--- config.mk ---
export PLATFORM = sky130hd
export DESIGN_NAME = alu_sequencer
export DESIGN_NICKNAME = d
export VERILOG_FILES = /design/src/rtl/alu_sequencer.sv
export SDC_FILE = /design/constraint.sdc
export NUM_CORES = 1
export LEC_CHECK = 0
export ABC_AREA = 1
export BUFFER_PORTS_ARGS = -buffer_cell sky130_fd_sc_hd__buf_4
export CAP_MARGIN = 20
export CORE_AREA = 2 2 145 147
export DETAILED_ROUTE_END_ITERATION = 7
export DIE_AREA = 0 0 147 149
export GPL_ROUTABILITY_DRIVEN = 0
export PLACE_DENSITY = 0.52
export SLEW_MARGIN = 30
export SYNTH_ARGS = -nofsm -noshare
export SYNTH_HDL_FRONTEND = slang
export SYNTH_SLANG_ARGS = --single-unit
--- constraint.sdc ---
create_clock -name clk -period 3.7 [get_ports clk]
set_input_delay 0.37 -clock clk [delete_from_list [all_inputs] [get_ports clk]]
set_output_delay 0.37 -clock clk [all_outputs]
set_load 0.1 [all_outputs]
--- src/rtl/alu_sequencer.sv ---
// alu_sequencer: issue/retire stage wrapped around a combinational ALU.
// Latency: the handshake edge moves the instruction into EXEC, and the next edge raises OUT_VALID_o. Peak throughput is 1 instr / 2 cycles.
// Backpressure: OUT_* holds while OUT_READY_i is low. IN_READY_o = OUT_READY_i in RESP, so a retire and an accept can share one edge.
//
// Ports:
//   clk, rst_n               single clock, asynchronous active-low reset
//   IN_VALID_i/IN_READY_o    instruction handshake (IN_INSTR_i, IN_RS1_i, IN_RS2_i)
//   OUT_VALID_o/OUT_READY_i  result handshake (OUT_RESULT_o, OUT_RD_o, OUT_TAKEN_o, OUT_ILLEGAL_o)
//   ALU_OP_o/ALU_RS1_o/ALU_RS2_o  registered operands to the external ALU
//   ALU_RD_i/ALU_ZR_i        combinational ALU result and zero flag, captured at the end of EXEC
//
// Optional feature: define ALU_SEQ_FWD_EN to forward the retiring result into the operands
// of an instruction accepted on the same edge (RESP->EXEC), matched on rs1/rs2 index.

module alu_sequencer #(
  parameter int XLEN = 32,
  parameter int OP_W = 4
) (
  input  logic            clk,
  input  logic            rst_n,
  input  logic            IN_VALID_i,
  output logic            IN_READY_o,
  input  logic [31:0]     IN_INSTR_i,
  input  logic [XLEN-1:0] IN_RS1_i,
  input  logic [XLEN-1:0] IN_RS2_i,
  output logic            OUT_VALID_o,
  input  logic            OUT_READY_i,
  output logic [XLEN-1:0] OUT_RESULT_o,
  output logic [4:0]      OUT_RD_o,
  output logic            OUT_TAKEN_o,
  output logic            OUT_ILLEGAL_o,
  output logic [OP_W-1:0] ALU_OP_o,
  output logic [XLEN-1:0] ALU_RS1_o,
  output logic [XLEN-1:0] ALU_RS2_o,
  input  logic [XLEN-1:0] ALU_RD_i,
  input  logic            ALU_ZR_i
);

  typedef enum logic [1:0] {
    S_IDLE = 2'd0,
    S_EXEC = 2'd1,
    S_RESP = 2'd2
  } state_t;

  // How the captured ALU output becomes the taken flag.
  typedef enum logic [2:0] {
    BR_NONE = 3'd0,  // not a branch
    BR_EQ   = 3'd1,  // taken = ZR
    BR_NE   = 3'd2,  // taken = !ZR
    BR_LT   = 3'd3,  // taken = RD[0]
    BR_GE   = 3'd4   // taken = !RD[0]
  } br_t;

  // ALU opcodes. The ALU also implements EQ (0011) and NOR (1001), but no RV32I instruction
  // decodes to them.
  localparam logic [OP_W-1:0] OP_AND  = OP_W'(4'b0000);
  localparam logic [OP_W-1:0] OP_OR   = OP_W'(4'b0001);
  localparam logic [OP_W-1:0] OP_ADD  = OP_W'(4'b0010);
  localparam logic [OP_W-1:0] OP_SLL  = OP_W'(4'b0100);
  localparam logic [OP_W-1:0] OP_SRL  = OP_W'(4'b0101);
  localparam logic [OP_W-1:0] OP_SRA  = OP_W'(4'b0111);
  localparam logic [OP_W-1:0] OP_XOR  = OP_W'(4'b1000);
  localparam logic [OP_W-1:0] OP_SUB  = OP_W'(4'b1010);
  localparam logic [OP_W-1:0] OP_SLT  = OP_W'(4'b1110);
  localparam logic [OP_W-1:0] OP_SLTU = OP_W'(4'b1111);

  localparam logic [6:0] OPC_R   = 7'b0110011;
  localparam logic [6:0] OPC_I   = 7'b0010011;
  localparam logic [6:0] OPC_B   = 7'b1100011;
  localparam logic [6:0] F7_BASE = 7'b0000000;
  localparam logic [6:0] F7_ALT  = 7'b0100000;

  // ---------------------------------------------------------------------------
  // State
  // ---------------------------------------------------------------------------
  state_t          state_q,      state_d;
  logic [OP_W-1:0] alu_op_q,     alu_op_d;
  logic [XLEN-1:0] alu_rs1_q,    alu_rs1_d;
  logic [XLEN-1:0] alu_rs2_q,    alu_rs2_d;
  logic [4:0]      rd_q,         rd_d;
  br_t             br_q,         br_d;
  logic            ill_q,        ill_d;
  logic [XLEN-1:0] out_result_q, out_result_d;
  logic [4:0]      out_rd_q,     out_rd_d;
  logic            out_taken_q,  out_taken_d;
  logic            out_ill_q,    out_ill_d;

  // ---------------------------------------------------------------------------
  // Instruction fields
  // ---------------------------------------------------------------------------
  logic [6:0]      opcode;
  logic [2:0]      funct3;
  logic [6:0]      funct7;
  logic [4:0]      rd_idx;
  logic [XLEN-1:0] imm_i;
  logic [XLEN-1:0] shamt;
  logic            f7_base;
  logic            f7_alt;

  assign opcode  = IN_INSTR_i[6:0];
  assign rd_idx  = IN_INSTR_i[11:7];
  assign funct3  = IN_INSTR_i[14:12];
  assign funct7  = IN_INSTR_i[31:25];
  assign imm_i   = {{(XLEN-12){IN_INSTR_i[31]}}, IN_INSTR_i[31:20]};
  assign shamt   = {{(XLEN-5){1'b0}}, IN_INSTR_i[24:20]};
  assign f7_base = (funct7 == F7_BASE);
  assign f7_alt  = (funct7 == F7_ALT);

  // ---------------------------------------------------------------------------
  // Operand source (optional forwarding from the retiring result)
  // ---------------------------------------------------------------------------
  logic [XLEN-1:0] rs1_val;
  logic [XLEN-1:0] rs2_val;

`ifdef ALU_SEQ_FWD_EN
  logic [4:0] rs1_idx;
  logic [4:0] rs2_idx;
  logic       fwd_ok;

  assign rs1_idx = IN_INSTR_i[19:15];
  assign rs2_idx = IN_INSTR_i[24:20];
  // Only the same-edge retire/accept needs bypassing. By the time the sequencer is back in
  // IDLE, writeback has had a cycle to update the register file. x0 is never forwarded.
  assign fwd_ok  = (state_q == S_RESP) && OUT_READY_i && (out_rd_q != 5'd0);
  assign rs1_val = (fwd_ok && (rs1_idx == out_rd_q)) ? out_result_q : IN_RS1_i;
  // An I-type instruction never selects rs2_val, so its immediate bits (which share the
  // rs2 field) cannot cause a false bypass.
  assign rs2_val = (fwd_ok && (rs2_idx == out_rd_q)) ? out_result_q : IN_RS2_i;
`else
  assign rs1_val = IN_RS1_i;
  assign rs2_val = IN_RS2_i;
`endif

  // ---------------------------------------------------------------------------
  // Decode
  // ---------------------------------------------------------------------------
  logic [OP_W-1:0] dec_op;
  logic [XLEN-1:0] dec_a;
  logic [XLEN-1:0] dec_b;
  logic [4:0]      dec_rd;
  br_t             dec_br;
  logic            dec_ill;

  always_comb begin
    dec_op  = OP_AND;
    dec_a   = '0;
    dec_b   = '0;
    dec_rd  = 5'd0;
    dec_br  = BR_NONE;
    dec_ill = 1'b1;

    case (opcode)
      OPC_R: begin
        dec_a  = rs1_val;
        dec_b  = rs2_val;
        dec_rd = rd_idx;
        case (funct3)
          3'b000: begin
            if (f7_base) begin
              dec_op = OP_ADD; dec_ill = 1'b0;
            end else if (f7_alt) begin
              dec_op = OP_SUB; dec_ill = 1'b0;
            end
          end
          3'b001: if (f7_base) begin dec_op = OP_SLL;  dec_ill = 1'b0; end
          3'b010: if (f7_base) begin dec_op = OP_SLT;  dec_ill = 1'b0; end
          3'b011: if (f7_base) begin dec_op = OP_SLTU; dec_ill = 1'b0; end
          3'b100: if (f7_base) begin dec_op = OP_XOR;  dec_ill = 1'b0; end
          3'b101: begin
            if (f7_base) begin
              dec_op = OP_SRL; dec_ill = 1'b0;
            end else if (f7_alt) begin
              dec_op = OP_SRA; dec_ill = 1'b0;
            end
          end
          3'b110: if (f7_base) begin dec_op = OP_OR;   dec_ill = 1'b0; end
          default: if (f7_base) begin dec_op = OP_AND; dec_ill = 1'b0; end
        endcase
      end

      OPC_I: begin
        dec_a  = rs1_val;
        dec_b  = imm_i;
        dec_rd = rd_idx;
        case (funct3)
          3'b000: begin dec_op = OP_ADD;  dec_ill = 1'b0; end
          3'b010: begin dec_op = OP_SLT;  dec_ill = 1'b0; end
          3'b011: begin dec_op = OP_SLTU; dec_ill = 1'b0; end
          3'b100: begin dec_op = OP_XOR;  dec_ill = 1'b0; end
          3'b110: begin dec_op = OP_OR;   dec_ill = 1'b0; end
          3'b111: begin dec_op = OP_AND;  dec_ill = 1'b0; end
          3'b001: begin
            if (f7_base) begin
              dec_op = OP_SLL; dec_b = shamt; dec_ill = 1'b0;
            end
          end
          default: begin  // 3'b101
            if (f7_base) begin
              dec_op = OP_SRL; dec_b = shamt; dec_ill = 1'b0;
            end else if (f7_alt) begin
              dec_op = OP_SRA; dec_b = shamt; dec_ill = 1'b0;
            end
          end
        endcase
      end

      OPC_B: begin
        dec_a = rs1_val;
        dec_b = rs2_val;
        case (funct3)
          3'b000: begin dec_op = OP_SUB;  dec_br = BR_EQ; dec_ill = 1'b0; end
          3'b001: begin dec_op = OP_SUB;  dec_br = BR_NE; dec_ill = 1'b0; end
          3'b100: begin dec_op = OP_SLT;  dec_br = BR_LT; dec_ill = 1'b0; end
          3'b101: begin dec_op = OP_SLT;  dec_br = BR_GE; dec_ill = 1'b0; end
          3'b110: begin dec_op = OP_SLTU; dec_br = BR_LT; dec_ill = 1'b0; end
          3'b111: begin dec_op = OP_SLTU; dec_br = BR_GE; dec_ill = 1'b0; end
          default: ;
        endcase
      end

      default: ;
    endcase

    // An illegal instruction still passes through EXEC/RESP, but it presents quiet operands
    // to the ALU and has no destination register.
    if (dec_ill) begin
      dec_op = OP_AND;
      dec_a  = '0;
      dec_b  = '0;
      dec_rd = 5'd0;
      dec_br = BR_NONE;
    end
  end

  // ---------------------------------------------------------------------------
  // Handshake and next state
  // ---------------------------------------------------------------------------
  logic in_accept;

  assign IN_READY_o  = (state_q == S_IDLE) || ((state_q == S_RESP) && OUT_READY_i);
  assign in_accept   = IN_VALID_i && IN_READY_o;
  assign OUT_VALID_o = (state_q == S_RESP);

  always_comb begin
    state_d      = state_q;
    alu_op_d     = alu_op_q;
    alu_rs1_d    = alu_rs1_q;
    alu_rs2_d    = alu_rs2_q;
    rd_d         = rd_q;
    br_d         = br_q;
    ill_d        = ill_q;
    out_result_d = out_result_q;
    out_rd_d     = out_rd_q;
    out_taken_d  = out_taken_q;
    out_ill_d    = out_ill_q;

    case (state_q)
      S_IDLE: begin
        if (IN_VALID_i) state_d = S_EXEC;
      end
      S_EXEC: begin
        state_d      = S_RESP;
        out_result_d = ill_q ? '0 : ALU_RD_i;
        out_rd_d     = rd_q;
        out_ill_d    = ill_q;
        case (br_q)
          BR_EQ:   out_taken_d = ALU_ZR_i;
          BR_NE:   out_taken_d = !ALU_ZR_i;
          BR_LT:   out_taken_d = ALU_RD_i[0];
          BR_GE:   out_taken_d = !ALU_RD_i[0];
          default: out_taken_d = 1'b0;
        endcase
      end
      S_RESP: begin
        if (OUT_READY_i) state_d = IN_VALID_i ? S_EXEC : S_IDLE;
      end
      default: state_d = S_IDLE;
    endcase

    // Accepting an instruction always enters EXEC, so the ALU inputs change only on that
    // edge and stay constant otherwise.
    if (in_accept) begin
      alu_op_d  = dec_op;
      alu_rs1_d = dec_a;
      alu_rs2_d = dec_b;
      rd_d      = dec_rd;
      br_d      = dec_br;
      ill_d     = dec_ill;
    end
  end

  always_ff @(posedge clk or negedge rst_n) begin
    if (!rst_n) begin
      state_q      <= S_IDLE;
      alu_op_q     <= OP_AND;
      alu_rs1_q    <= '0;
      alu_rs2_q    <= '0;
      rd_q         <= 5'd0;
      br_q         <= BR_NONE;
      ill_q        <= 1'b0;
      out_result_q <= '0;
      out_rd_q     <= 5'd0;
      out_taken_q  <= 1'b0;
      out_ill_q    <= 1'b0;
    end else begin
      state_q      <= state_d;
      alu_op_q     <= alu_op_d;
      alu_rs1_q    <= alu_rs1_d;
      alu_rs2_q    <= alu_rs2_d;
      rd_q         <= rd_d;
      br_q         <= br_d;
      ill_q        <= ill_d;
      out_result_q <= out_result_d;
      out_rd_q     <= out_rd_d;
      out_taken_q  <= out_taken_d;
      out_ill_q    <= out_ill_d;
    end
  end

  assign ALU_OP_o      = alu_op_q;
  assign ALU_RS1_o     = alu_rs1_q;
  assign ALU_RS2_o     = alu_rs2_q;
  assign OUT_RESULT_o  = out_result_q;
  assign OUT_RD_o      = out_rd_q;
  assign OUT_TAKEN_o   = out_taken_q;
  assign OUT_ILLEGAL_o = out_ill_q;

endmodule

==> results.cfg, run 1 <==
[die]
start_util = 0.291
die_w_um = 147
ios = 242
design.core.area_um2 = 20600
die_y_um = 149
row_count = 53
die_area_um2 = 21900

[power_and_ir_drop]
p_sw_frac = 0.280
p_sw_w = 0.000996
seq_power_share = 0.374
power_frac_comb = 0.144
internal-power_w = 0.00257
p_leak_nw = 4.62
vdd_drop_max_mv = 0.287
p_clk_frac = 0.482
power.density_nw_per_um2 = 422

[synth]
async_flop_share = 1.00
synth_cell_types = 32
synth_top_area_cell = dfrtp_1
ys_seq_elements = 118
synth_seq_area_share = 0.494
netlist_instances = 650
ys_top_cells_by_count = nand2_1, dfrtp_1, nand3_2, a22o_1, inv_1
yosys_warnings = 0
yosysMostFrequentCell = nand2_1
synth_area_per_cell_um2 = 9.20
netlist_area_um2 = 5980
synth_fp_nets = 783
netlist_top_cells_area = dfrtp_1, nand2_1, nand3_2
synth-main-ff-cell = dfrtp_1
synth_enable_flop_cells = 0
yosysTopAreaCellShare = 0.494

[global_routing]
grtUsageTotal = 0.160
grt_start_max_net_pins = 69
grt_antenna_before_repair = 0
gr-total-overflow = 0
grt_pass1_wl_um = 27600
grt_pass1_vias = 5047

[critical_path]
critical_path_peak_fanout = 33
crit_chain = inv_1 -> o21ai_2 -> nor2_4 -> nand3_4 -> nor2_8 -> buf_4 -> nand3_2 -> nand2_1
worstSetupPathType = reg -> reg
end_kind = flop
slowest_stage = nor2_8
cp-start-kind = flop
cp.arrival_ps = 2520
cp_slowest_stage_delay_ps = 610
cp.required_ps = 4050

[flow_run]
drv_cap = 0

[route]
ant_nets = 0
first_iter_violations = 208
wl_um = 17500
dr.pass1.iters = 4
vias_per_cell = 4.40
num_vias = 5117
drc = 0
wire_per_inst_um = 15.0

[placed_design]
place_inst = 1131
hpwl_um = 11700
io_buffers = 236

[final_layout]
multi_input_area_um2 = 2540
drive_gt1_frac = 0.423
nets = 1008
seq_area_um2 = 2950
nFillCells = 2121
antenna_cells = 0
final_cells = 1163
synthToLayoutAreaGrowth_pct = 41.1

[cts]
cts.path.max_buffers = 2
cts_setup_buffers = 0
cts_resized = 0
holdBufCountCts = 0
numCtsBuffers = 17
cts_max_level = 4
worstSkewPairLatency_ps = 410
cts_tree = built
clock-sinks = 118
clk_pin_slew_ps = 60
root_buffer = clkbuf_16

[timing]
fin_hold_ws_ps = -29.4
period_needed_ps = 2170
tightest_slew_ps = 816
period_share = 0.587
fmax_mhz = 460
setup_viol = 0
hold_viol = 29
tns_ps = 0
fin_skew_ps = 5.16
rsz0062_at_grt = no
drv_slew = 0
slew_headroom = 0.454

[worst_hold_path]
hold_path_class = in -> async

[run_status]
violations = negative hold slack
outcome = complete, but fails checks
## area by class of cell
type | instances | share of cell area
Multi-Input combinational cell | 461 | 0.301
Clock buffer | 21 | 0.0546
Inverter | 32 | 0.0144
Clock inverter | 11 | 0.0175
Timing Repair Buffer | 245 | 0.222
Tap cell | 275 | 0.0408
Sequential cell | 118 | 0.350
## metal layers
layer | vias up | share of wire | track usage
met2 | 173 | 0.46 | 0.258
met5 | - | 0 | 0
met4 | 0 | 0.0082 | 0.0418
met3 | 10 | 0.083 | 0.0566
li1 | 2534 | - | -
met1 | 2400 | 0.45 | 0.206
## cell families (layout without fill, tap and decap cells)
group	count (synthesis)	in the layout	share of synthesized area
buffers and inverters	71	309	0.0827
AO/OA/AOI/OAI	45	45	0.0588
AND/OR/NAND/NOR	416	416	0.364
flip-flops	118	118	0.494
## layout by cell type (no fill, tap or decap), types with 5 or more instances in the layout
master     Yosys  layout
o21ai_0        8       8
nor2_1        23      23
clkbuf_16      0      17
dfrtp_1      118     118
nor2_2         5       5
nand3_1       13      13
a22o_1        32      32
nor2_4         6       6
buf_4          2     242
inv_1         27      27
nand3_2       69      69
nand2_2        6       6
nand2_1      280     280
## sequential cells by signal (all words and copies together) (netlist names), 2 cells and up
signal / flops
state_q: 2
OUT_RESULT_o: 32
br_q: 3
ALU_RS2_o: 32
ALU_OP_o: 4
rd_q: 5
OUT_RD_o: 5
ALU_RS1_o: 32
## worst paths after layout
path	end	slack (ps)	from	cells after the start
max in group asynchronous	OUT_RESULT_o[2]	2900	rst_n	2
min reg2reg	OUT_RD_o[3]	470	rd_q[3]	2
min in group clk	OUT_RESULT_o[29]	170	ALU_RD_i[29]	2
max reg2reg	ALU_RS1_o[8]	1530	state_q[1]	8
min	ALU_RS1_o[19]	-30	rst_n	1
max	ALU_RS1_o[8]	1530	state_q[1]	8
## power by group through the flow
stage | logic (W) | registers, W | clock network, W
after global placement | 0.000520 | 0.00135 | 0
after detailed placement | 0.000520 | 0.00135 | 0
final | 0.000513 | 0.00133 | 0.00172
after global routing | 0.000548 | 0.00133 | 0.00183
after CTS | 0.000521 | 0.00133 | 0.00177
after floorplan | 0.000160 | 0.00150 | 0
## critical path: cells and delay by family (launching register included)
kind	cells	cell delay, ps
compound gates	1	80
buf+inv	2	440
flops	1	400
simple gates	5	1170
## stage by stage
stage | area (µm²) | worst slack (ps) | total power (W) | hold slack (ps) | util
after floorplan | 5980 | 1660 | 0.00166 | 74.4 | -
after CTS | 8430 | 1490 | 0.00362 | 132 | 0.410
after global routing | 8430 | 1350 | 0.00371 | 11.4 | 0.410
final | 8430 | 1530 | 0.00356 | -29.4 | 0.410
after detailed placement | 7820 | 1260 | 0.00187 | 461 | 0.380
after global placement | 7820 | 1250 | 0.00187 | 456 | 0.380
Note: power is estimated with default switching activity, not from simulation.
==> run 2: changes to the inputs <==
--- a/config.mk
+++ b/config.mk
@@ -12,7 +12,7 @@
 export DETAILED_ROUTE_END_ITERATION = 7
 export DIE_AREA = 0 0 147 149
 export GPL_ROUTABILITY_DRIVEN = 0
-export PLACE_DENSITY = 0.52
+export PLACE_DENSITY = 0.54
 export SLEW_MARGIN = 30
 export SYNTH_ARGS = -nofsm -noshare
 export SYNTH_HDL_FRONTEND = slang
==> constraint.sdc (replaced) <==
create_clock -name clk -period 1.8 [get_ports clk]
set_input_delay 0.18 -clock clk [delete_from_list [all_inputs] [get_ports clk]]
set_output_delay 0.18 -clock clk [all_outputs]
set_load 0.1 [all_outputs]
==> run 2 against run 1 <==
Compared with the run above: the run now ends clean; sequential share of layout area shrank 2.8 points; critical path depth shrank 4; clock power grew 100%.
==> results.cfg, run 2 (synthesis gave the netlist of run 1 again) <==
[critical_path]
cp_slowest_stage_delay_ps = 370
crit_path_frequent_cell = inv_1
critical_path_peak_fanout = 3
cp.arrival_ps = 1340
cp.required_ps = 1620
end_kind = output port
slowest_stage = dfrtp_1
crit_chain = inv_1 -> o21ai_2 -> inv_1 -> buf_4
worstSetupPathType = reg -> out
path_buf_inv = 3
critPathTopFamily = buffers and inverters
cp-start-kind = flop

[final_layout]
drive_gt1_frac = 0.404
final_cell_mix = nand2_1, buf_4, dfrtp_1
nets = 1077
multi_input_area_um2 = 2540
synthToLayoutAreaGrowth_pct = 53.5
fin_area_um2 = 9180
fin_util = 0.446
antenna_cells = 0
final_common_cell = nand2_1
nFillCells = 2022
seq_area_um2 = 2950

[timing]
fin_skew_ps = 13.1
fmax_mhz = 659
hold_viol = 0
tightest_slew_ps = 392
tns_ps = 0
fin_hold_ws_ps = 13.9
slew_headroom = 0.739
drv_slew = 0
period_share = 0.843
rsz0062_at_grt = no
setup_viol = 0
period_needed_ps = 1520

[run_status]
outcome = complete, no violations

[route]
dr.pass1.iters = 4
ant_nets = 0
drc = 0
first_iter_violations = 245
wire_per_inst_um = 14.2
vias_per_cell = 4.38
num_vias = 5402
wl_um = 17500

[placed_design]
io_buffers = 236
hpwl_um = 11800
placed_cell_area_um2 = 7990

[global_routing]
gr-total-overflow = 0
met1_usage = 0.209
gr-usage-met3 = 0.0532
top_usage_layer = met2
grt_util_met2 = 0.253
grt_start_max_net_pins = 57
grt_pass1_wl_um = 27700
grtUsageTotal = 0.160
grt_pass1_vias = 5278
grt_antenna_before_repair = 0

[die]
die_w_um = 147
start_util = 0.291
die_y_um = 149
die_area_um2 = 21900
ios = 242
design.core.area_um2 = 20600
row_count = 53

[power_and_ir_drop]
vdd_drop_max_mv = 0.526
p_leak_nw = 4.93
power.density_nw_per_um2 = 805

[cts]
cts_max_level = 4
root_buffer = clkbuf_16
clk_pin_slew_ps = 50
cts_tree = built
cts_setup_buffers = 0
worstSkewPairLatency_ps = 410
numCtsBuffers = 17
clock-sinks = 118
cts.path.max_buffers = 2

[worst_hold_path]
hold_path_class = in -> reg

[flow_run]
drv_cap = 0
## run 2: area by class of cell
| type | instances | area share |
|---|---|---|
| clock buffer | 20 | 0.0487 |
| clock inverter | 12 | 0.0166 |
| inverter | 32 | 0.0132 |
| multi-input combinational | 461 | 0.277 |
| sequential | 118 | 0.322 |
| tap | 275 | 0.0375 |
| timing repair buffer | 314 | 0.285 |
## run 2: stage by stage
stage	setup WS (ps)	std cells	power, W
2_1_floorplan	366	650	0.00342
5_1_grt	157	1232	0.00771
6_report	282	1232	0.00738
3_3_place_gp	176	1141	0.00390
3_5_place_dp	176	1141	0.00390
4_1_cts	248	1232	0.00751
## run 2: final timing paths
kind | from | depth (start not counted) | slack, ps | end
max | state_q[1] | 4 | 280 | IN_READY_o
min reg2reg | OUT_RD_o[3] | 2 | 470 | OUT_RD_o[3]
min in group asynchronous | rst_n | 2 | 250 | ALU_RS1_o[19]
min | ALU_RD_i[12] | 2 | 10 | OUT_RESULT_o[12]
max reg2reg | state_q[1] | 9 | 300 | ill_q
max in group asynchronous | rst_n | 3 | 980 | br_q[0]
## run 2: repair_timing
action | CTS | global route
hold endpoints to repair | 80 | 0
gates resized for setup | 0 | 0
hold buffers | 59 | 0
## run 2: power breakdown
| group | switching [W] | total (W) | internal (W) |
|---|---|---|---|
| clock | 0.00123 | 0.00344 | 0.00221 |
| combinational | 0.000772 | 0.00121 | 0.000436 |
| sequential | 0.0000324 | 0.00274 | 0.00271 |
## run 2: routing by layer
| layer | up-vias | part of all wire |
|---|---|---|
| met1 | 2519 | 0.45 |
| met3 | 19 | 0.083 |
| met5 | - | 0 |
| met2 | 196 | 0.45 |
| li1 | 2668 | - |
| met4 | 0 | 0.015 |
